--- src/rtl/if_pc_gen.sv ---
// if_pc_gen: fetch PC generator.
// Owns the architectural fetch PC and presents it to IF0 every cycle. The next PC
// comes from a backend redirect, a buffered (pending) redirect, a predictor
// redirect, or IF0's sequential nPC. The PC is held while downstream stalls, and
// one redirect arriving during a stall is buffered until the stall clears.
//
// Ports:
//   clk, rst_n     clock, synchronous active-low reset
//   stall_i        IF1/ICache cannot accept a new PC; hold pc_o
//   seq_npc_i      sequential next PC from IF0 (derived from pc_o)
//   bp_redirect_i  predictor redirect pulse, target on bp_target_i
//   be_redirect_i  backend redirect pulse, target on be_target_i
//   pc_o           current fetch PC
//   pc_valid_o     pc_o is a real fetch request
//   flush_o        flush downstream IF pipeline registers
module if_pc_gen #(
  parameter logic [31:0] RESET_PC = 32'hBFC0_0000
) (
  input  logic        clk,
  input  logic        rst_n,
  input  logic        stall_i,
  input  logic [31:0] seq_npc_i,
  input  logic        bp_redirect_i,
  input  logic [31:0] bp_target_i,
  input  logic        be_redirect_i,
  input  logic [31:0] be_target_i,
  output logic [31:0] pc_o,
  output logic        pc_valid_o,
  output logic        flush_o
);

  typedef enum logic [1:0] {BOOT, RUN, STALL, STALL_PEND} state_e;

  state_e      state_q, state_d;
  logic [31:0] pc_q, pc_d;
  logic [31:0] pend_q, pend_d;
  logic        pend_be_q, pend_be_d;  // pending entry came from the backend

  // Targets are word-aligned on capture.
  logic [31:0] be_tgt, bp_tgt;
  assign be_tgt = {be_target_i[31:2], 2'b00};
  assign bp_tgt = {bp_target_i[31:2], 2'b00};

  // State and datapath registers
  always_ff @(posedge clk) begin
    if (!rst_n) begin
      state_q   <= BOOT;
      pc_q      <= RESET_PC;
      pend_q    <= '0;
      pend_be_q <= 1'b0;
    end else begin
      state_q   <= state_d;
      pc_q      <= pc_d;
      pend_q    <= pend_d;
      pend_be_q <= pend_be_d;
    end
  end

  // Next-state logic
  always_comb begin
    state_d = state_q;
    case (state_q)
      BOOT:        state_d = RUN;
      RUN, STALL: begin
        if (!stall_i)                            state_d = RUN;
        else if (be_redirect_i || bp_redirect_i) state_d = STALL_PEND;
        else                                     state_d = STALL;
      end
      STALL_PEND:  state_d = stall_i ? STALL_PEND : RUN;
      default:     state_d = BOOT;
    endcase
  end

  // PC / pending-redirect datapath
  always_comb begin
    pc_d      = pc_q;
    pend_d    = pend_q;
    pend_be_d = pend_be_q;
    case (state_q)
      RUN, STALL: begin
        if (!stall_i) begin
          if (be_redirect_i)      pc_d = be_tgt;
          else if (bp_redirect_i) pc_d = bp_tgt;
          else                    pc_d = seq_npc_i;
        end else if (be_redirect_i) begin
          pend_d    = be_tgt;
          pend_be_d = 1'b1;
        end else if (bp_redirect_i) begin
          pend_d    = bp_tgt;
          pend_be_d = 1'b0;
        end
      end
      STALL_PEND: begin
        if (!stall_i) begin
          // A backend redirect in the release cycle is newer than anything buffered.
          pc_d      = be_redirect_i ? be_tgt : pend_q;
          pend_d    = '0;
          pend_be_d = 1'b0;
        end else if (be_redirect_i) begin
          pend_d    = be_tgt;
          pend_be_d = 1'b1;
        end else if (bp_redirect_i && !pend_be_q) begin
          // A predictor redirect must never displace a buffered backend redirect.
          pend_d = bp_tgt;
        end
      end
      default: ;  // BOOT: hold RESET_PC
    endcase
  end

  // Outputs
  always_comb begin
    pc_o       = pc_q;
    pc_valid_o = (state_q != BOOT);
    flush_o    = rst_n && be_redirect_i && (state_q != BOOT);
  end

endmodule

--- config.mk ---
export PLATFORM = sky130hd
export DESIGN_NAME = if_pc_gen
export DESIGN_NICKNAME = d
export VERILOG_FILES = /design/src/rtl/if_pc_gen.sv
export SDC_FILE = /design/constraint.sdc
export NUM_CORES = 1
export LEC_CHECK = 0
export CAP_MARGIN = 5
export CORE_MARGIN = 2
export CORE_UTILIZATION = 39
export CTS_CLUSTER_DIAMETER = 30
export CTS_CLUSTER_SIZE = 10
export DETAILED_ROUTE_END_ITERATION = 8
export GPL_ROUTABILITY_DRIVEN = 1
export GPL_TIMING_DRIVEN = 0
export HOLD_SLACK_MARGIN = 0.03
export PLACE_DENSITY_LB_ADDON = 0.1
export SLEW_MARGIN = 20
export SYNTH_ARGS = -nofsm -noshare
export SYNTH_HDL_FRONTEND = slang
export SYNTH_SLANG_ARGS = --single-unit
--- constraint.sdc ---
create_clock -name clk -period 1.9 [get_ports clk]
set_input_delay 0.38 -clock clk [delete_from_list [all_inputs] [get_ports clk]]
set_output_delay 0.38 -clock clk [all_outputs]
set_load 0.005 [all_outputs]
==> flow_metrics.env, run 1 <==
export IMPL_rows=35
export IMPL_yosysMostFrequentCell="dfxtp_1"
export IMPL_synth_common_cells="dfxtp_1, nand2_1, mux2_2"
export IMPL_skew_ns=0.00861
export IMPL_clk_pin_slew_ns=0.07
export IMPL_die_h_um=102
export IMPL_setup_viol=0
export IMPL_antenna_found_initial=0
export IMPL_syn_inst=378
export IMPL_drc=0
export IMPL_ctsHoldBuffers=0
export IMPL_synthArstFlopShare_pct=0
export IMPL_yosysWarnings=0
export IMPL_rsz0062_at_grt="false"
export IMPL_crit_arrival_ns=1.44
export IMPL_syn_num_nets=482
export IMPL_leakage_nw=2.23
export IMPL_grt_start_max_net_pins=11
export IMPL_worstSkewPairLatency_ns=0.34
export IMPL_io_pins=135
export IMPL_clkSinkCount=65
export IMPL_core_um2=9240
export IMPL_cts_htree_levels=3
export IMPL_wl_um=11700
export IMPL_yosys_area_top_type="dfxtp_1"
export IMPL_hp_class="reg2reg"
export IMPL_setup_worst_path_start_class="register"
export IMPL_overflow=0
export IMPL_grt_first_pass_wirelength_um=18300
export IMPL_end_kind="output port"
export IMPL_dpl_hpwl_um=8430
export IMPL_wl_per_cell_um=17.8
export IMPL_period_share_pct=96.0
export IMPL_ant_nets=0
export IMPL_drv_slew=0
export IMPL_netlist_area_leader_share_pct=35.1
export IMPL_cts_root_buffer="clkbuf_8"
export IMPL_finalHoldViolations=0
export IMPL_tightest_slew_ns=0.588
export IMPL_clockBufferDepth=2
export IMPL_place_gp_congestion=0.827
export IMPL_fin_crit_ns=1.82
export IMPL_layout_drive_gt1_share_pct=20.4
export IMPL_setup_ws_ns=0.0753
export IMPL_die_w_um=102
export IMPL_firstDrtPassIters=8
export IMPL_outcome="finished clean"
export IMPL_port_buffers=128
export IMPL_cts_buffers=9
export IMPL_drt_iter0_drc=226
export IMPL_pre_cts_ws_ns=-0.890
export IMPL_final_core_util_pct=58.3
export IMPL_initial_utilization_pct=40.1
export IMPL_num_vias=3643
export IMPL_ys_types=32
export IMPL_grt_usage_pct=22.7
export IMPL_grt_pass1_vias=3709
export IMPL_maxSlewHeadroom_pct=60.8
export IMPL_fin_setup_tns_ns=0
export IMPL_drv_cap=0
export IMPL_required_ns=1.52
export IMPL_layout_nets=624
export IMPL_crit_path_max_fanout=3
export IMPL_worstSetupPathType="reg2out"
export IMPL_ys_seq_area_share_pct=35.1
export IMPL_vias_per_cell=5.57
export IMPL_fin_area_um2=5390
export IMPL_cts_tree="built"
export IMPL_max_freq_ghz=0.548
export IMPL_placed_cell_area_um2=5150
export IMPL_vdd_ir_drop_max_mv=0.382
export IMPL_area_growth_pct=45.2
export IMPL_synth_edf_count=0
export IMPL_postSynthAreaPerCell_um2=9.81
export IMPL_synthFlopType="dfxtp_1"
export IMPL_ys_ff_latch=65
export IMPL_yosys_top_cells_area="dfxtp_1, mux2_2, mux2_4, mux2i_1, a222oi_1"
export IMPL_synth_area_um2=3710
export IMPL_powerDensity_nw_per_um2=668
export IMPL_dieArea_um2=10300
export IMPL_n_antenna_cell=0
## registers in the layout, summed over array words and instances (netlist names)
name and cells:
pc_o 32, pend_be_q 1, pend_q 30, state_q 2
## stage by stage
step / instances / total power, mW / hold slack, ns
floorplan: 378 / 2.05 / 0.434
global placement: 635 / 2.51 / 0.445
detailed placement: 635 / 2.53 / 0.455
CTS: 654 / 3.60 / 0.465
global route: 654 / 3.76 / 0.483
finish: 654 / 3.60 / 0.461
## critical path, cell delays in order, from the launching register on
cell and delay [ns]:
dfxtp_2 0.32, inv_1 0.04, ha_2 0.18, inv_2 0.06, clkdlybuf4s50_1 0.49
## worst paths after layout
path                            startpoint          to  slack, ns  cells past startpoint
worst min-delay path            pend_q[20]  pend_q[20]       0.46                      2
worst max-delay path            state_q[0]  pc_valid_o       0.08                      4
worst max register to register  state_q[1]  pend_q[16]       0.09                      6
worst min register to register  pend_q[20]  pend_q[20]       0.46                      2
## kinds of logic after synthesis
| family | share of synthesized area [%] |
|---|---|
| mux | 29.8 |
| compound gates | 17.7 |
| simple gates | 10.2 |
| flops | 35.1 |
| buf+inv | 6.24 |
| fa+ha+maj | 1.01 |
## final cells by class
cell class | instances | area, um^2
fillers | 861 | 3850
multi-input cells | 270 | 2180
repair buffers | 132 | 1310
flip-flops and latches | 65 | 1300
plain buffers | 39 | 244
well taps | 129 | 161
clock buffers | 13 | 159
clock inverters | 3 | 15.0
inverters | 3 | 11.3
## layout by cell type, fill, tap and decap left out, types with 9 or more instances in the layout
| master | Yosys | layout |
|---|---|---|
| nand3_1 | 30 | 30 |
| a21oi_1 | 21 | 21 |
| mux2i_1 | 31 | 31 |
| clkbuf_1 | 22 | 21 |
| mux2_2 | 36 | 36 |
| o21ai_0 | 22 | 22 |
| dfxtp_1 | 65 | 63 |
| a222oi_1 | 29 | 29 |
| clkbuf_8 | 0 | 12 |
| o211ai_1 | 9 | 9 |
| nand2_1 | 41 | 41 |
| clkdlybuf4s50_1 | 0 | 126 |
| mux2_4 | 26 | 26 |
## per-layer routing
| layer | global-route usage, % | share of wire [%] |
|---|---|---|
| met1 | 28.9 | 43 |
| met2 | 38.7 | 49 |
| met3 | 2.97 | 6.5 |
| met4 | 9.15 | 1.7 |
| met5 | 0 | 0 |
## what timing repair did
action                     CTS  global route
hold endpoints to repair     0             0
cloned                       0             1
pin swaps                    0             1
resized for setup           12             9
setup endpoints to repair    8            51
buffers inserted             3             0
## report_power, final
group          internal [mW]  switching, mW  leakage, nW
registers               1.48         0.0578        0.533
logic                  0.588          0.397         1.61
clock network          0.540          0.536       0.0932
total                   2.60          0.991         2.23
Power figures use the tool's default switching activity.
==> run 2: changes to the inputs <==
Settings changed: PLACE_DENSITY set to 0.78, PLACE_DENSITY_LB_ADDON 0.1 to not set.
==> run 2 against run 1 <==
Clock skew grew 0.0011 ns. Design area rose by 0.12%. Highest routed layer unchanged. Global-route usage rose by 0.79 points. Worst hold slack got worse by 0.0017 ns. Fmax decreased by 1.3%. Register-to-register slack got worse by 0.04 ns.
==> flow_metrics.env, run 2 (same netlist as run 1, synthesis figures left out) <==
export IMPL_outcome="finished clean"
export IMPL_cts_buffers=9
export IMPL_clk_pin_slew_ns=0.07
export IMPL_cts_tree="built"
export IMPL_ant_nets=0
export IMPL_mostFrequentLayoutCell="clkdlybuf4s50_1"
export IMPL_leakage_nw=2.24
export IMPL_drv_cap=0
export IMPL_worstSkewPairLatency_ns=0.35
export IMPL_grt_usage_pct=23.5
export IMPL_hp_class="reg2reg"
export IMPL_largest_reg_flops=32
export IMPL_layout_drive_gt1_share_pct=19.9
export IMPL_reg2reg_slack_ns=0.05
export IMPL_place_gp_congestion=0.868
export IMPL_dieArea_um2=10300
export IMPL_cts_htree_levels=3
export IMPL_finalHoldViolations=0
export IMPL_critPathBufInv=2
export IMPL_grt_first_pass_wirelength_um=18900
export IMPL_final_fill_count=808
export IMPL_grt_start_max_net_pins=12
export IMPL_die_w_um=102
export IMPL_cts_root_buffer="clkbuf_8"
export IMPL_worstSetupPathType="reg2reg"
export IMPL_drc=0
export IMPL_final_cell_mix="clkdlybuf4s50_1, dfxtp_1, nand2_1"
export IMPL_core_um2=9240
export IMPL_drt_iter0_drc=329
export IMPL_final_core_util_pct=58.3
export IMPL_ctsHoldBuffers=0
export IMPL_rows=35
export IMPL_path_cells="inv_1, ha_2, mux2_2, o21ai_2, buf_6, mux2i_1"
export IMPL_crit_slowest_cell="ha_2"
export IMPL_powerDensity_nw_per_um2=688
export IMPL_layout_nets=621
export IMPL_dpl_hpwl_um=8650
export IMPL_vias_per_cell=5.69
export IMPL_routed_wl_met2_um=5970
export IMPL_wl_per_cell_um=18.7
export IMPL_num_vias=3708
export IMPL_crit_arrival_ns=2.11
export IMPL_clockBufferDepth=2
export IMPL_period_share_pct=97.3
export IMPL_min_path_cells=2
export IMPL_die_h_um=102
export IMPL_wl_met1_um=4820
export IMPL_vdd_ir_drop_max_mv=0.428
export IMPL_r2r_cells=6
export IMPL_grt_pass1_vias=3943
export IMPL_skew_ns=0.00972
export IMPL_antenna_found_initial=1
export IMPL_crit_family="multiplexers"
export IMPL_overflow=0
export IMPL_end_kind="register"
export IMPL_clkSinkCount=65
export IMPL_drv_slew=0
export IMPL_io_pins=135
export IMPL_maxSlewHeadroom_pct=60.7
export IMPL_crit_path_max_fanout=10
export IMPL_required_ns=2.16
export IMPL_setup_worst_path_start_class="register"
export IMPL_fin_crit_ns=1.85
export IMPL_initial_utilization_pct=40.1
export IMPL_tightest_slew_ns=0.589
export IMPL_fin_area_um2=5390
export IMPL_firstDrtPassIters=9
export IMPL_port_buffers=128
export IMPL_area_growth_pct=45.4
export IMPL_wl_um=12200
export IMPL_setup_viol=0
export IMPL_critical_path_depth=6
export IMPL_topRoutingLayerUsed="met4"
export IMPL_max_stage_delay_ns=0.39
export IMPL_max_freq_ghz=0.541
export IMPL_wl_met3_um=1170
export IMPL_placed_cell_area_um2=5150
## run 2: cell types whose count changed in the layout (fill, tap and decap cells not counted), sizes merged
cell           previous run  this run
clkdlybuf4s15             1         0
clkdlybuf4s50           126       125
dlygate4sd2               1         2
clkbuf                   36        33
clkinvlp                  0         1
clkinv                    3         4
buf                      20        17
diode                     0         1
bufinv                    0         1
dlymetal6s2s              0         1
## run 2: worst paths after layout
| check | start | to |
|---|---|---|
| worst max-delay path | state_q[1] | pend_q[3] |
| worst min-delay path | pend_q[6] | pend_q[6] |
| worst max register to register | state_q[1] | pend_q[3] |
| worst min register to register | pend_q[6] | pend_q[6] |
## run 2: cell type report
| class | instances | area [um^2] | area share (%) |
|---|---|---|---|
| diodes | 1 | 2.50 | 0.0464 |
| plain buffers | 39 | 246 | 4.57 |
| clock buffers | 10 | 138 | 2.55 |
| clock inverters | 6 | 57.6 | 1.07 |
| inverters | 3 | 11.3 | 0.209 |
| multi-input cells | 270 | 2180 | 40.5 |
| flip-flops and latches | 65 | 1300 | 24.2 |
| well taps | 129 | 161 | 2.99 |
| repair buffers | 129 | 1290 | 23.9 |
## run 2: worst reg2reg max path: stages (launching register included)
cell,delay [ns]
dfxtp_2,0.36
inv_1,0.07
ha_2,0.39
mux2_2,0.37
o21ai_2,0.13
buf_6,0.23
mux2i_1,0.23
## run 2: report_power, final
group	total [mW]	leakage (nW)	internal, mW	switching [mW]
Clock	1.17	0.102	0.632	0.543
Combinational	0.992	1.60	0.585	0.407
Sequential	1.54	0.533	1.48	0.0642
## run 2: stage by stage
stage	TNS [ns]	worst slack, ns	std cells	hold WS (ns)	power [mW]
global route	-0.109	-0.0351	651	0.472	3.86
finish	0	0.0510	652	0.460	3.71
detailed placement	-9.63	-0.874	635	0.452	2.53
global placement	-8.25	-0.857	635	0.444	2.50
CTS	-0.0266	-0.00872	652	0.461	3.70
floorplan	0	0.227	378	0.434	2.05
## run 2: per-layer routing
metal  track usage, %  vias to the layer above
li1                 -                     1712
met1             27.6                     1777
met2             40.2                      198
met3             5.66                       21
met4             10.8                        0
met5                0                        -
## run 2: repair_timing
action | 4_1_cts | 5_1_grt
setup endpoints to repair | 32 | 43
setup buffers | 1 | 0
resized for setup | 10 | 9
pin swaps | 0 | 1
endpoints found under the hold margin | 0 | 0
